**config.mk**
```make
export PLATFORM = sky130hd
export DESIGN_NAME = matmul_job_scheduler_flat
export DESIGN_NICKNAME = d
export VERILOG_FILES = /design/src/rtl/matmul_job_scheduler_if.sv /design/src/rtl/matmul_job_scheduler.sv /design/src/flat_wrapper.sv
export SDC_FILE = /design/constraint.sdc
export NUM_CORES = 1
export LEC_CHECK = 0
export ABC_AREA = 1
export BUFFER_PORTS_ARGS = -buffer_cell sky130_fd_sc_hd__buf_2
export CORE_MARGIN = 2
export CORE_UTILIZATION = 61
export CTS_CLUSTER_DIAMETER = 80
export DETAILED_ROUTE_END_ITERATION = 6
export PLACE_DENSITY = 0.88
export SLEW_MARGIN = 40
export SYNTH_ARGS = -nofsm -noshare
export SYNTH_HDL_FRONTEND = slang
export SYNTH_SLANG_ARGS = --single-unit
```
**constraint.sdc**
```tcl
create_clock -name clk -period 5.18 [get_ports clk]
set_input_delay 0.259 -clock clk [delete_from_list [all_inputs] [get_ports clk]]
set_output_delay 0.259 -clock clk [all_outputs]
set_load 0.1 [all_outputs]
```
**src/rtl/matmul_job_scheduler_if.sv**
```systemverilog
// Control and lane bus for matmul_job_scheduler.
//   start_stb/start_ack : begin-product handshake
//   lane_go/lane_row/lane_col : per-lane job issue (row/col slice [i*IW +: IW])
//   lane_done           : per-lane completion pulses
//   done_stb/done_ack   : product-complete handshake
//   busy, jobs_done, err: status
// master = controller / lane array side, slave = scheduler side.
interface matmul_job_scheduler_if #(
  parameter int unsigned n = 10,
  parameter int unsigned m = 4
);
  localparam int unsigned IW = (n > 1) ? $clog2(n) : 1;
  localparam int unsigned CW = $clog2(n * n + 1);

  logic              start_stb;
  logic              start_ack;
  logic [m-1:0]      lane_go;
  logic [m*IW-1:0]   lane_row;
  logic [m*IW-1:0]   lane_col;
  logic [m-1:0]      lane_done;
  logic              done_stb;
  logic              done_ack;
  logic              busy;
  logic [CW-1:0]     jobs_done;
  logic              err;

  modport master (
    output start_stb, lane_done, done_ack,
    input  start_ack, lane_go, lane_row, lane_col, done_stb, busy, jobs_done, err
  );

  modport slave (
    input  start_stb, lane_done, done_ack,
    output start_ack, lane_go, lane_row, lane_col, done_stb, busy, jobs_done, err
  );
endinterface

```
**src/rtl/matmul_job_scheduler.sv**
```systemverilog
// Sequences one n x n matrix product over m dot-product lanes: after a start
// handshake, issues the n*n (row,col) jobs in row-major order to free lanes
// (round-robin search), counts completions and raises done_stb until done_ack.
// Ports:
//   clk  : rising-edge clock
//   rst  : asynchronous active-low reset
//   bus  : matmul_job_scheduler_if.slave (handshakes, lane issue/done, status)
module matmul_job_scheduler #(
  parameter int unsigned n = 10,
  parameter int unsigned m = 4
) (
  input  logic                  clk,
  input  logic                  rst,
  matmul_job_scheduler_if.slave bus
);
  localparam int unsigned IW = (n > 1) ? $clog2(n) : 1;
  localparam int unsigned CW = $clog2(n * n + 1);
  localparam int unsigned RW = (m > 1) ? $clog2(m) : 1;
  localparam logic [CW-1:0] NN   = CW'(n * n);
  localparam logic [IW-1:0] LAST = IW'(n - 1);

  localparam logic [1:0] IDLE     = 2'd0;
  localparam logic [1:0] DISPATCH = 2'd1;
  localparam logic [1:0] DRAIN    = 2'd2;
  localparam logic [1:0] DONE     = 2'd3;

  logic [1:0]      state;
  logic [m-1:0]    lane_busy;
  logic [m-1:0]    lane_go;
  logic [m*IW-1:0] lane_row;
  logic [m*IW-1:0] lane_col;
  logic [RW-1:0]   rr;
  logic [IW-1:0]   job_r;
  logic [IW-1:0]   job_c;
  logic [CW-1:0]   issued;
  logic [CW-1:0]   jobs_done;
  logic            err;

  logic            start_fire;
  logic            grant_vld;
  logic [RW-1:0]   grant_idx;
  logic            issue;
  logic            last_issue;
  logic [m-1:0]    grant;
  logic [m-1:0]    done_hit;
  logic [m-1:0]    done_stray;
  logic [CW-1:0]   done_cnt;
  logic [CW-1:0]   jobs_done_nxt;

  function automatic logic [RW-1:0] wrap_add(input logic [RW-1:0] base, input int unsigned k);
    return RW'((32'(base) + k) % m);
  endfunction

  assign start_fire = bus.start_stb && (state == IDLE);

  // Round-robin search from rr over the registered busy bits, so a lane
  // released by lane_done this cycle only becomes eligible next cycle.
  always_comb begin
    grant_vld = 1'b0;
    grant_idx = '0;
    for (int unsigned k = 0; k < m; k++) begin
      if (!grant_vld && !lane_busy[wrap_add(rr, k)]) begin
        grant_vld = 1'b1;
        grant_idx = wrap_add(rr, k);
      end
    end
  end

  assign issue      = (state == DISPATCH) && grant_vld;
  assign last_issue = issue && (issued == NN - CW'(1));

  always_comb begin
    grant = '0;
    for (int unsigned l = 0; l < m; l++) begin
      grant[l] = issue && (grant_idx == RW'(l));
    end
  end

  assign done_hit   = bus.lane_done & lane_busy;
  assign done_stray = bus.lane_done & ~lane_busy;

  always_comb begin
    done_cnt = '0;
    for (int unsigned l = 0; l < m; l++) begin
      done_cnt = done_cnt + CW'(done_hit[l]);
    end
  end

  assign jobs_done_nxt = jobs_done + done_cnt;

  always_ff @(posedge clk or negedge rst) begin
    if (!rst) begin
      state     <= IDLE;
      lane_busy <= '0;
      lane_go   <= '0;
      lane_row  <= '0;
      lane_col  <= '0;
      rr        <= '0;
      job_r     <= '0;
      job_c     <= '0;
      issued    <= '0;
      jobs_done <= '0;
      err       <= 1'b0;
    end else begin
      lane_go   <= grant;
      lane_busy <= (lane_busy & ~done_hit) | grant;
      jobs_done <= jobs_done_nxt;
      if (|done_stray) begin
        err <= 1'b1;
      end

      if (issue) begin
        for (int unsigned l = 0; l < m; l++) begin
          if (grant[l]) begin
            lane_row[l*IW +: IW] <= job_r;
            lane_col[l*IW +: IW] <= job_c;
          end
        end
        rr     <= (grant_idx == RW'(m - 1)) ? '0 : grant_idx + 1'b1;
        issued <= issued + 1'b1;
        if (job_c == LAST) begin
          job_c <= '0;
          job_r <= job_r + 1'b1;
        end else begin
          job_c <= job_c + 1'b1;
        end
      end

      // Start-time clears are placed after the generic updates so they win.
      case (state)
        IDLE: begin
          if (start_fire) begin
            state     <= DISPATCH;
            jobs_done <= '0;
            err       <= 1'b0;
            issued    <= '0;
            job_r     <= '0;
            job_c     <= '0;
          end
        end
        DISPATCH: begin
          if (last_issue) begin
            state <= (jobs_done_nxt == NN) ? DONE : DRAIN;
          end
        end
        DRAIN: begin
          if (jobs_done_nxt == NN) begin
            state <= DONE;
          end
        end
        DONE: begin
          if (bus.done_ack) begin
            state <= IDLE;
          end
        end
        default: state <= IDLE;
      endcase
    end
  end

  assign bus.start_ack = (state == IDLE);
  assign bus.busy      = (state != IDLE);
  assign bus.done_stb  = (state == DONE);
  assign bus.lane_go   = lane_go;
  assign bus.lane_row  = lane_row;
  assign bus.lane_col  = lane_col;
  assign bus.jobs_done = jobs_done;
  assign bus.err       = err;
endmodule
```
**src/flat_wrapper.sv**
```systemverilog
// flat-port wrapper written by rule: the top's interface ports become plain ports
module matmul_job_scheduler_flat 
#(
  parameter int unsigned n = 10,
  parameter int unsigned m = 4
)
  (clk, rst, bus_start_stb, bus_lane_done, bus_done_ack, bus_start_ack, bus_lane_go, bus_lane_row, bus_lane_col, bus_done_stb, bus_busy, bus_jobs_done, bus_err);
  matmul_job_scheduler_if #(.n(n), .m(m)) bus_i ();
  input  logic clk;
  input  logic rst;
  input wire logic [$bits(bus_i.start_stb)-1:0] bus_start_stb;
  input wire logic [$bits(bus_i.lane_done)-1:0] bus_lane_done;
  input wire logic [$bits(bus_i.done_ack)-1:0] bus_done_ack;
  output wire logic [$bits(bus_i.start_ack)-1:0] bus_start_ack;
  output wire logic [$bits(bus_i.lane_go)-1:0] bus_lane_go;
  output wire logic [$bits(bus_i.lane_row)-1:0] bus_lane_row;
  output wire logic [$bits(bus_i.lane_col)-1:0] bus_lane_col;
  output wire logic [$bits(bus_i.done_stb)-1:0] bus_done_stb;
  output wire logic [$bits(bus_i.busy)-1:0] bus_busy;
  output wire logic [$bits(bus_i.jobs_done)-1:0] bus_jobs_done;
  output wire logic [$bits(bus_i.err)-1:0] bus_err;
  assign bus_i.start_stb = bus_start_stb;
  assign bus_i.lane_done = bus_lane_done;
  assign bus_i.done_ack = bus_done_ack;
  assign bus_start_ack = bus_i.start_ack;
  assign bus_lane_go = bus_i.lane_go;
  assign bus_lane_row = bus_i.lane_row;
  assign bus_lane_col = bus_i.lane_col;
  assign bus_done_stb = bus_i.done_stb;
  assign bus_busy = bus_i.busy;
  assign bus_jobs_done = bus_i.jobs_done;
  assign bus_err = bus_i.err;
  matmul_job_scheduler #(.n(n), .m(m)) u_core (.clk(clk), .rst(rst), .bus(bus_i));
endmodule
```
==> flow_summary.ini, run 1 <==
[logic_synthesis]
syn_avg_cell_area_um2 = 8.76
syn_nets = 428
yosys_warnings = 0
post_synth_num_cell_types = 30
ys_seq_area_share_pct = 47.5
synthMuxAreaShare_pct = 0
yosysTopAreaCell = dfrtp_1
synthTopCellsByArea = dfrtp_1, nand2_1, o21a_1
yosys.area_share.simple_pct = 24.3
syn_inst = 403
synth-compound-area-share_pct = 13.0
yosys.area_share.adder_pct = 6.45
synth_top_family_by_area = simple AND/OR/NAND/NOR gates
synth_xor_area_share_pct = 0.993
yosys_most_used_dff = dfrtp_1
synth-seq-cells = 67
async_flop_share_pct = 100
synth_edf_count = 0
syn_area_um2 = 3530
synth.top_cell.area_share_pct = 47.5

[die]
die_y_um = 80.1
core-area_um2 = 5540
die-area_um2 = 6410
num_rows = 27
initial_core_util_pct = 63.7
pin_count = 55
die_w_um = 80.1

[worst_setup_path]
crit_fanout = 3
cp_slowest_cell = fa_1
cp_top_family = adder cells
setup.worst_path.end_class = flop
worstPathRequired_ps = 5420
cpPeakStageDelay_ps = 480
start_kind = flop
worst_ep_arrival_time_ps = 3280
crit_buf_inv = 1
crit_top_cell = nand2_1
path_cells = nand2_1 > inv_1 > ha_1 > fa_1 > ha_1 > fa_1 > nand2_1 > nand2_1 > nor2_1 > nand3_1 > nor2_1 > nand3_1 > nand2_1 > nand3_1 > nand2_1 > nand2_1
path_class = flop to flop

[detailed_routing]
vias = 2922
drc = 0
antenna_left = 0
routedWlPerCell_um = 14.0
vias_per_cell = 5.42
drtIter0Drc = 240
firstDrtPassIters = 6
routed_wl_um = 7560

[grt]
grt_pass1_wl_um = 12600
track_usage_pct = 26.2
antenna_found_initial = 0
grt_pass1_vias = 2792
grt_overflow = 0
grt_max_degree = 39

[clock_network]
postCtsHoldBufs = 1
clock_sinks = 67
htree_levels = 3
post-cts-setup-buffers = 0
cts_made_buffers = 9
clkLatencyLatePin_ps = 340
clk_pin_slew_worst_paths_ps = 80
clock-root-buffer = clkbuf_8
clockBufferDepth = 2
cts_resized = 0
cts_tree = yes

[placed_design]
dp_hpwl_um = 5390
port_buffers = 54
place.gp.congestion = 0.895

[timing]
maxSlewViolCount = 0
period_share_pct = 58.7
finalSetupViolCount = 0
setup_tns_ps = 0
clock_skew_ps = 9.07
rsz0062_at_grt = false
worstMarginPinSlew_ps = 511
clock.fmax_mhz = 329
period_needed_ps = 3040
final-hold-violation-count = 0
relSlewSlack_pct = 65.9

[hold_path]
min_path_type = input port to flop

[finish]
mostFrequentLayoutCells = nand2_1, dfrtp_1, buf_2
finalNetCount = 488
final_common_cell = nand2_1
nFillCells = 419
drive_gt1_share_pct = 19.7
area_growth_pct = 14.7
antennaDiodeCount = 0
regArea_um2 = 1680
multi_input_area_um2 = 1580

[run_status]
status = completed

[flow_run]
maxCapViolCount = 0
## flip-flops by register name, indices dropped and copies added (netlist names)
name	cells
u_core.bus.lane_row	16
u_core.bus.lane_col	16
u_core.lane_busy	4
u_core.job_c	4
u_core.job_r	4
u_core.rr	2
u_core.bus.jobs_done	7
u_core.issued	7
u_core.state	2
u_core.bus.err	1
u_core.bus.lane_go	4
## layer usage
metal | up-vias | global-route usage [%] | part of all wire (%) | wire, um
met5 | - | 0 | 0 | 0
met4 | 0 | 12.2 | 2.5 | 187
met3 | 16 | 4.27 | 5.4 | 410
met2 | 98 | 43.2 | 49 | 3690
met1 | 1376 | 33.9 | 43 | 3270
li1 | 1432 | - | - | -
## final cells by class
type | instances | area share [%]
Sequential cell | 67 | 41.4
Multi-Input combinational cell | 280 | 39.1
Timing Repair Buffer | 58 | 7.98
Inverter | 47 | 4.55
Clock buffer | 11 | 3.49
Tap cell | 72 | 2.23
Clock inverter | 4 | 1.27
## cells in the mapped netlist, types with 3 or more instances
cell type / number
nand2_4: 4
ha_1: 15
nand4_1: 5
buf_6: 7
xor2_1: 3
a21oi_1: 13
nand3_1: 23
dfrtp_1: 67
nor2_1: 27
nand2_1: 104
nor3_1: 7
o21a_1: 28
nor2_4: 5
nand2_2: 7
o22ai_1: 5
inv_1: 45
o21ai_0: 23
## through the flow
step                setup slack [ps]  util [%]  hold WS [ps]  std cells  area [um2]
floorplan                       2200         -         -36.6        403        3530
global placement                2400      68.7           469        521        3810
detailed placement              2220      69.1           295        522        3830
CTS                             2170      72.8           119        538        4030
global route                    1960      73.0           133        539        4050
finish                          2140      73.0           129        539        4050
## logic make-up (layout without fill, tap and decap cells)
| family | after synthesis | in the layout |
|---|---|---|
| flops | 67 | 67 |
| compound gates | 73 | 73 |
| xor+xnor | 4 | 4 |
| simple gates | 186 | 186 |
| buf+inv | 56 | 120 |
| fa+ha+maj | 17 | 17 |
## path summary, 6_finish.rpt
kind                                                    start                                 end  slack, ps  depth (start not counted)
max                             u_core.lane_busy[0]$_DFF_PN0_         u_core.state[0]$_DFFE_PN0P_       2140                         16
min                                          bus_lane_done[0]       u_core.lane_busy[0]$_DFF_PN0_        130                          2
max reg2reg                     u_core.lane_busy[0]$_DFF_PN0_         u_core.state[0]$_DFFE_PN0P_       2140                         16
min reg2reg                u_core.bus.lane_row[6]$_DFFE_PN0P_  u_core.bus.lane_row[6]$_DFFE_PN0P_        490                          1
max in group asynchronous                                 rst           u_core.job_r[3]$_DFF_PN0_       4170                          4
min in group asynchronous                                 rst   u_core.bus.jobs_done[2]$_DFF_PN0_        460                          3
Power of run 1 is not shown: default switching activity piles up to over one toggle a cycle in this logic, so the estimate is an artifact.
==> run 2: changes to the inputs <==
Settings changed: CORE_UTILIZATION 61 to 57, PLACE_DENSITY 0.88 to 0.83.
Clock period 5.18 ns to 3.2 ns, I/O delays scaled along.
==> run 2 against run 1 <==
Non-clock buffer count shrank 1. Design area is 0.19% lower. Register-to-register slack worse by 1900 ps. Maximum frequency grew 3.4%. Wire length increased by 4.9%. First-iteration DRC count shrank 46%. Sequential share of layout area grew 0.077 points. Critical path depth decreased by 1. Clock skew rose by 1.1 ps. Via count is 1.2% lower. Worst setup slack worse by 1900 ps. Count of clock-buffer cells in the layout fell by 2. Highest routed layer unchanged.
==> flow_summary.ini, run 2 (same netlist as run 1, synthesis figures left out) <==
[clock_network]
clockBufferDepth = 2
cts_tree = yes
clock-root-buffer = clkbuf_8
clk_pin_slew_worst_paths_ps = 80
clock_sinks = 67
clkLatencyLatePin_ps = 360
post-cts-setup-buffers = 0
htree_levels = 3
cts_made_buffers = 9

[timing]
final-hold-violation-count = 0
period_share_pct = 91.9
relSlewSlack_pct = 53.3
hold_ws_ps = 12.9
maxSlewViolCount = 0
rsz0062_at_grt = false
setup_tns_ps = 0
clock_skew_ps = 10.1
worstMarginPinSlew_ps = 697
clock.fmax_mhz = 340
period_needed_ps = 2940
finalSetupViolCount = 0

[die]
pin_count = 55
die_y_um = 82.7
num_rows = 28
core-area_um2 = 5960
die_w_um = 82.7
die-area_um2 = 6840
initial_core_util_pct = 59.2

[finish]
final_common_cell = nand2_1
area_growth_pct = 14.5
antennaDiodeCount = 0
reg_top3 = u_core.bus.lane_col x16, u_core.bus.lane_row x16
finalNetCount = 487
mostFrequentLayoutCells = nand2_1, dfrtp_1, buf_2
drive_gt1_share_pct = 19.9

[detailed_routing]
top_layer = met4
drc = 0
routed_wl_um = 7920
met1_length_um = 3330
vias_per_cell = 5.33
wl_met3_um = 463
wl_met2_um = 3860
routedWlPerCell_um = 14.6
drtIter0Drc = 129
firstDrtPassIters = 4
antenna_left = 0
vias = 2888

[grt]
grt_max_degree = 68
grt_pass1_wl_um = 12900
track_usage_pct = 25.7
antenna_found_initial = 0
grt_overflow = 0
grt_pass1_vias = 2824

[placed_design]
place.gp.congestion = 0.843
port_buffers = 54
dp_hpwl_um = 5520

[worst_setup_path]
worstPathRequired_ps = 3500
start_kind = flop
crit_fanout = 3
path_class = flop to flop
setup.worst_path.end_class = flop
worst_ep_arrival_time_ps = 3240

[flow_run]
maxCapViolCount = 0

[run_status]
status = completed

[hold_path]
min_path_type = input port to flop
==> run 2: cell types whose count changed in the layout (fill, tap and decap cells not counted), sizes merged <==
cell	delta
buf	-1
clkbuf	-2
inv	+4
clkinv	-1
==> run 2: worst paths after layout <==
path	start	slack [ps]	cells after the start	endpoint
setup / recovery	u_core.lane_busy[0]$_DFF_PN0_	260	15	u_core.state[0]$_DFFE_PN0P_
hold / removal	bus_lane_done[0]	10	2	u_core.lane_busy[0]$_DFF_PN0_
setup reg to reg	u_core.lane_busy[0]$_DFF_PN0_	260	15	u_core.state[0]$_DFFE_PN0P_
hold reg to reg	u_core.bus.lane_col[2]$_DFFE_PN0P_	490	1	u_core.bus.lane_col[2]$_DFFE_PN0P_
max in group asynchronous	rst	2340	3	u_core.job_c[2]$_DFF_PN0_
min in group asynchronous	rst	420	3	u_core.bus.jobs_done[0]$_DFF_PN0_
==> run 2: repair_timing <==
| item | in CTS | in global routing |
|---|---|---|
| endpoints found under the hold margin | 0 | 67 |
| hold buffers | 0 | 1 |
| endpoints found under the setup margin | 0 | 0 |
| gates resized for setup | 0 | 0 |
==> run 2: critical path, cell delays in order, from the launching register on <==
cell and delay, ps:
dfrtp_1 400, nand2_1 60, inv_1 40, ha_1 310
fa_1 460, ha_1 250, fa_1 420, nand2_1 110
nand2_1 70, nor2_1 90, nand3_1 70, nor2_1 120
nand3_1 110, a21oi_1 180, nand3_1 90, nand2_1 90
==> run 2: final cells by class <==
class	count	area (um2)
Inverter	47	184
Timing Repair Buffer	57	299
Tap cell	75	93.8
Clock buffer	9	124
Multi-Input combinational cell	280	1580
Fill cell	480	1920
Sequential cell	67	1680
Clock inverter	7	81.3
==> run 2: stage by stage <==
| stage | util (%) | std cells | cell area, um2 | setup slack, ps |
|---|---|---|---|---|
| 2_1_floorplan | - | 403 | 3530 | 217 |
| 3_3_place_gp | 64.1 | 525 | 3820 | 405 |
| 3_5_place_dp | 64.1 | 525 | 3820 | 274 |
| 4_1_cts | 67.6 | 541 | 4030 | 258 |
| 5_1_grt | 67.8 | 542 | 4040 | 34.5 |
| 6_report | 67.8 | 542 | 4040 | 261 |
==> run 2: metal layers <==
metal  up-vias  track usage (%)
met2        74             42.5
met4         0             14.6
met1      1365             30.8
met5         -                0
li1       1428                -
met3        21             6.20
Power of run 2 is left out for the same reason.
==> run 3: changes to the inputs <==
==> constraint.sdc (replaced) <==
create_clock -name clk -period 3.2 [get_ports clk]
set_input_delay 0.48 -clock clk [delete_from_list [all_inputs] [get_ports clk]]
set_output_delay 0.48 -clock clk [all_outputs]
set_load 0.1 [all_outputs]
==> run 3 against run 2 <==
Clock skew fell by 1.7 ps. Maximum frequency shrank 1.6%. Via count grew 0.76%. Design area is 0.28% higher. Cell count shrank 0.18%. Non-clock buffer count did not move. Worst setup slack worse by 48 ps.
==> flow_summary.ini, run 3 (same netlist as run 1, synthesis figures left out) <==
[worst_setup_path]
start_kind = flop
setup.worst_path.start = u_core.lane_busy[0]$_DFF_PN0_
setup.worst_path.end_class = flop
r2r-start = u_core.lane_busy[0]$_DFF_PN0_
worst_ep_arrival_time_ps = 3230
path_class = flop to flop
crit_fanout = 3
worstPathRequired_ps = 3440

[detailed_routing]
routed_wl_um = 7480
vias = 2910
vias_per_cell = 5.38
routedWlPerCell_um = 13.8
drtIter0Drc = 145
drc = 0
firstDrtPassIters = 4
antenna_left = 0

[die]
die-area_um2 = 6840
initial_core_util_pct = 59.2
pin_count = 55
core-area_um2 = 5960
die_y_um = 82.7
num_rows = 28
die_w_um = 82.7

[finish]
regArea_um2 = 1680
finalNetCount = 487
nFillCells = 485
antennaDiodeCount = 0
area_growth_pct = 14.8
drive_gt1_share_pct = 20.6
multi_input_area_um2 = 1590
final_common_cell = nand2_1
mostFrequentLayoutCells = nand2_1, dfrtp_1, buf_2
reg_top3 = u_core.bus.lane_col x16, u_core.bus.lane_row x16

[timing]
maxSlewViolCount = 0
period_share_pct = 93.4
period_needed_ps = 2990
rsz0062_at_grt = false
setup_tns_ps = 0
clock.fmax_mhz = 335
relSlewSlack_pct = 54.8
clock_skew_ps = 8.46
finalSetupViolCount = 0
worstMarginPinSlew_ps = 675
final-hold-violation-count = 0

[grt]
grt.met3_usage_pct = 6.41
antenna_found_initial = 0
busiest_layer = met2
track_usage_pct = 23.8
gr-usage-met1_pct = 29.4
grt_max_degree = 39
grt_pass1_vias = 2799
grt_overflow = 0
use_met2_pct = 38.6
grt_pass1_wl_um = 12200

[flow_run]
maxCapViolCount = 0

[clock_network]
cts_tree = yes
cts_made_buffers = 9
clock_sinks = 67
clkLatencyLatePin_ps = 350
htree_levels = 3
clock-root-buffer = clkbuf_8
postCtsHoldBufs = 0
clk_pin_slew_worst_paths_ps = 80
clockBufferDepth = 2

[placed_design]
dp_hpwl_um = 5380
place.gp.congestion = 0.847
port_buffers = 54

[hold_path]
min_path_type = input port to asynchronous set/reset pin

[run_status]
status = completed
-- run 3: stage by stage --
| step | cells | cell area [um2] | util, % | setup slack (ps) | hold slack, ps |
|---|---|---|---|---|---|
| finish | 541 | 4050 | 68.0 | 213 | 138 |
| global route | 541 | 4050 | 68.0 | 4.38 | 163 |
| CTS | 541 | 4040 | 67.9 | 204 | 148 |
| detailed placement | 526 | 3840 | 64.5 | 13.6 | 475 |
| global placement | 525 | 3820 | 64.1 | 198 | 469 |
| floorplan | 403 | 3530 | - | 217 | 184 |
-- run 3: worst max-delay path: stages, from the launching register on --
cell,delay [ps]
dfrtp_1,400
nand2_1,80
inv_1,50
ha_1,310
fa_1,540
ha_2,200
fa_2,430
inv_1,80
nand2_1,50
nor2_1,110
nand3_1,80
nor2_1,120
nand3_1,140
nand2_1,90
nand3_1,90
nand2_1,90
nand2_1,40
-- run 3: timing repair --
item | 4_1_cts | 5_1_grt
setup endpoints to repair | 0 | 2
resized for setup | 0 | 3
setup buffers | 0 | 0
-- run 3: metal layers --
layer | vias to the layer above | wire length, um
li1 | 1424 | -
met1 | 1402 | 3360
met2 | 62 | 3560
met3 | 22 | 373
met4 | 0 | 192
met5 | - | 0
-- run 3: final timing paths --
path | to | slack, ps | depth (start not counted)
max | u_core.state[0]$_DFFE_PN0P_ | 210 | 16
min | u_core.bus.jobs_done[2]$_DFF_PN0_ | 140 | 2
max reg2reg | u_core.state[0]$_DFFE_PN0P_ | 210 | 16
min reg2reg | u_core.bus.lane_col[1]$_DFFE_PN0P_ | 480 | 1
max in group asynchronous | u_core.job_c[3]$_DFF_PN0_ | 2520 | 3
min in group clk | u_core.lane_busy[0]$_DFF_PN0_ | 340 | 2
-- run 3: cell type report --
type | count | share of cell area (%)
clock inverter | 4 | 1.24
inverter | 47 | 4.54
multi-input combinational | 280 | 39.2
clock buffer | 11 | 3.74
tap | 75 | 2.32
timing repair buffer | 57 | 7.54
sequential | 67 | 41.4
Power of run 3 is left out for the same reason.
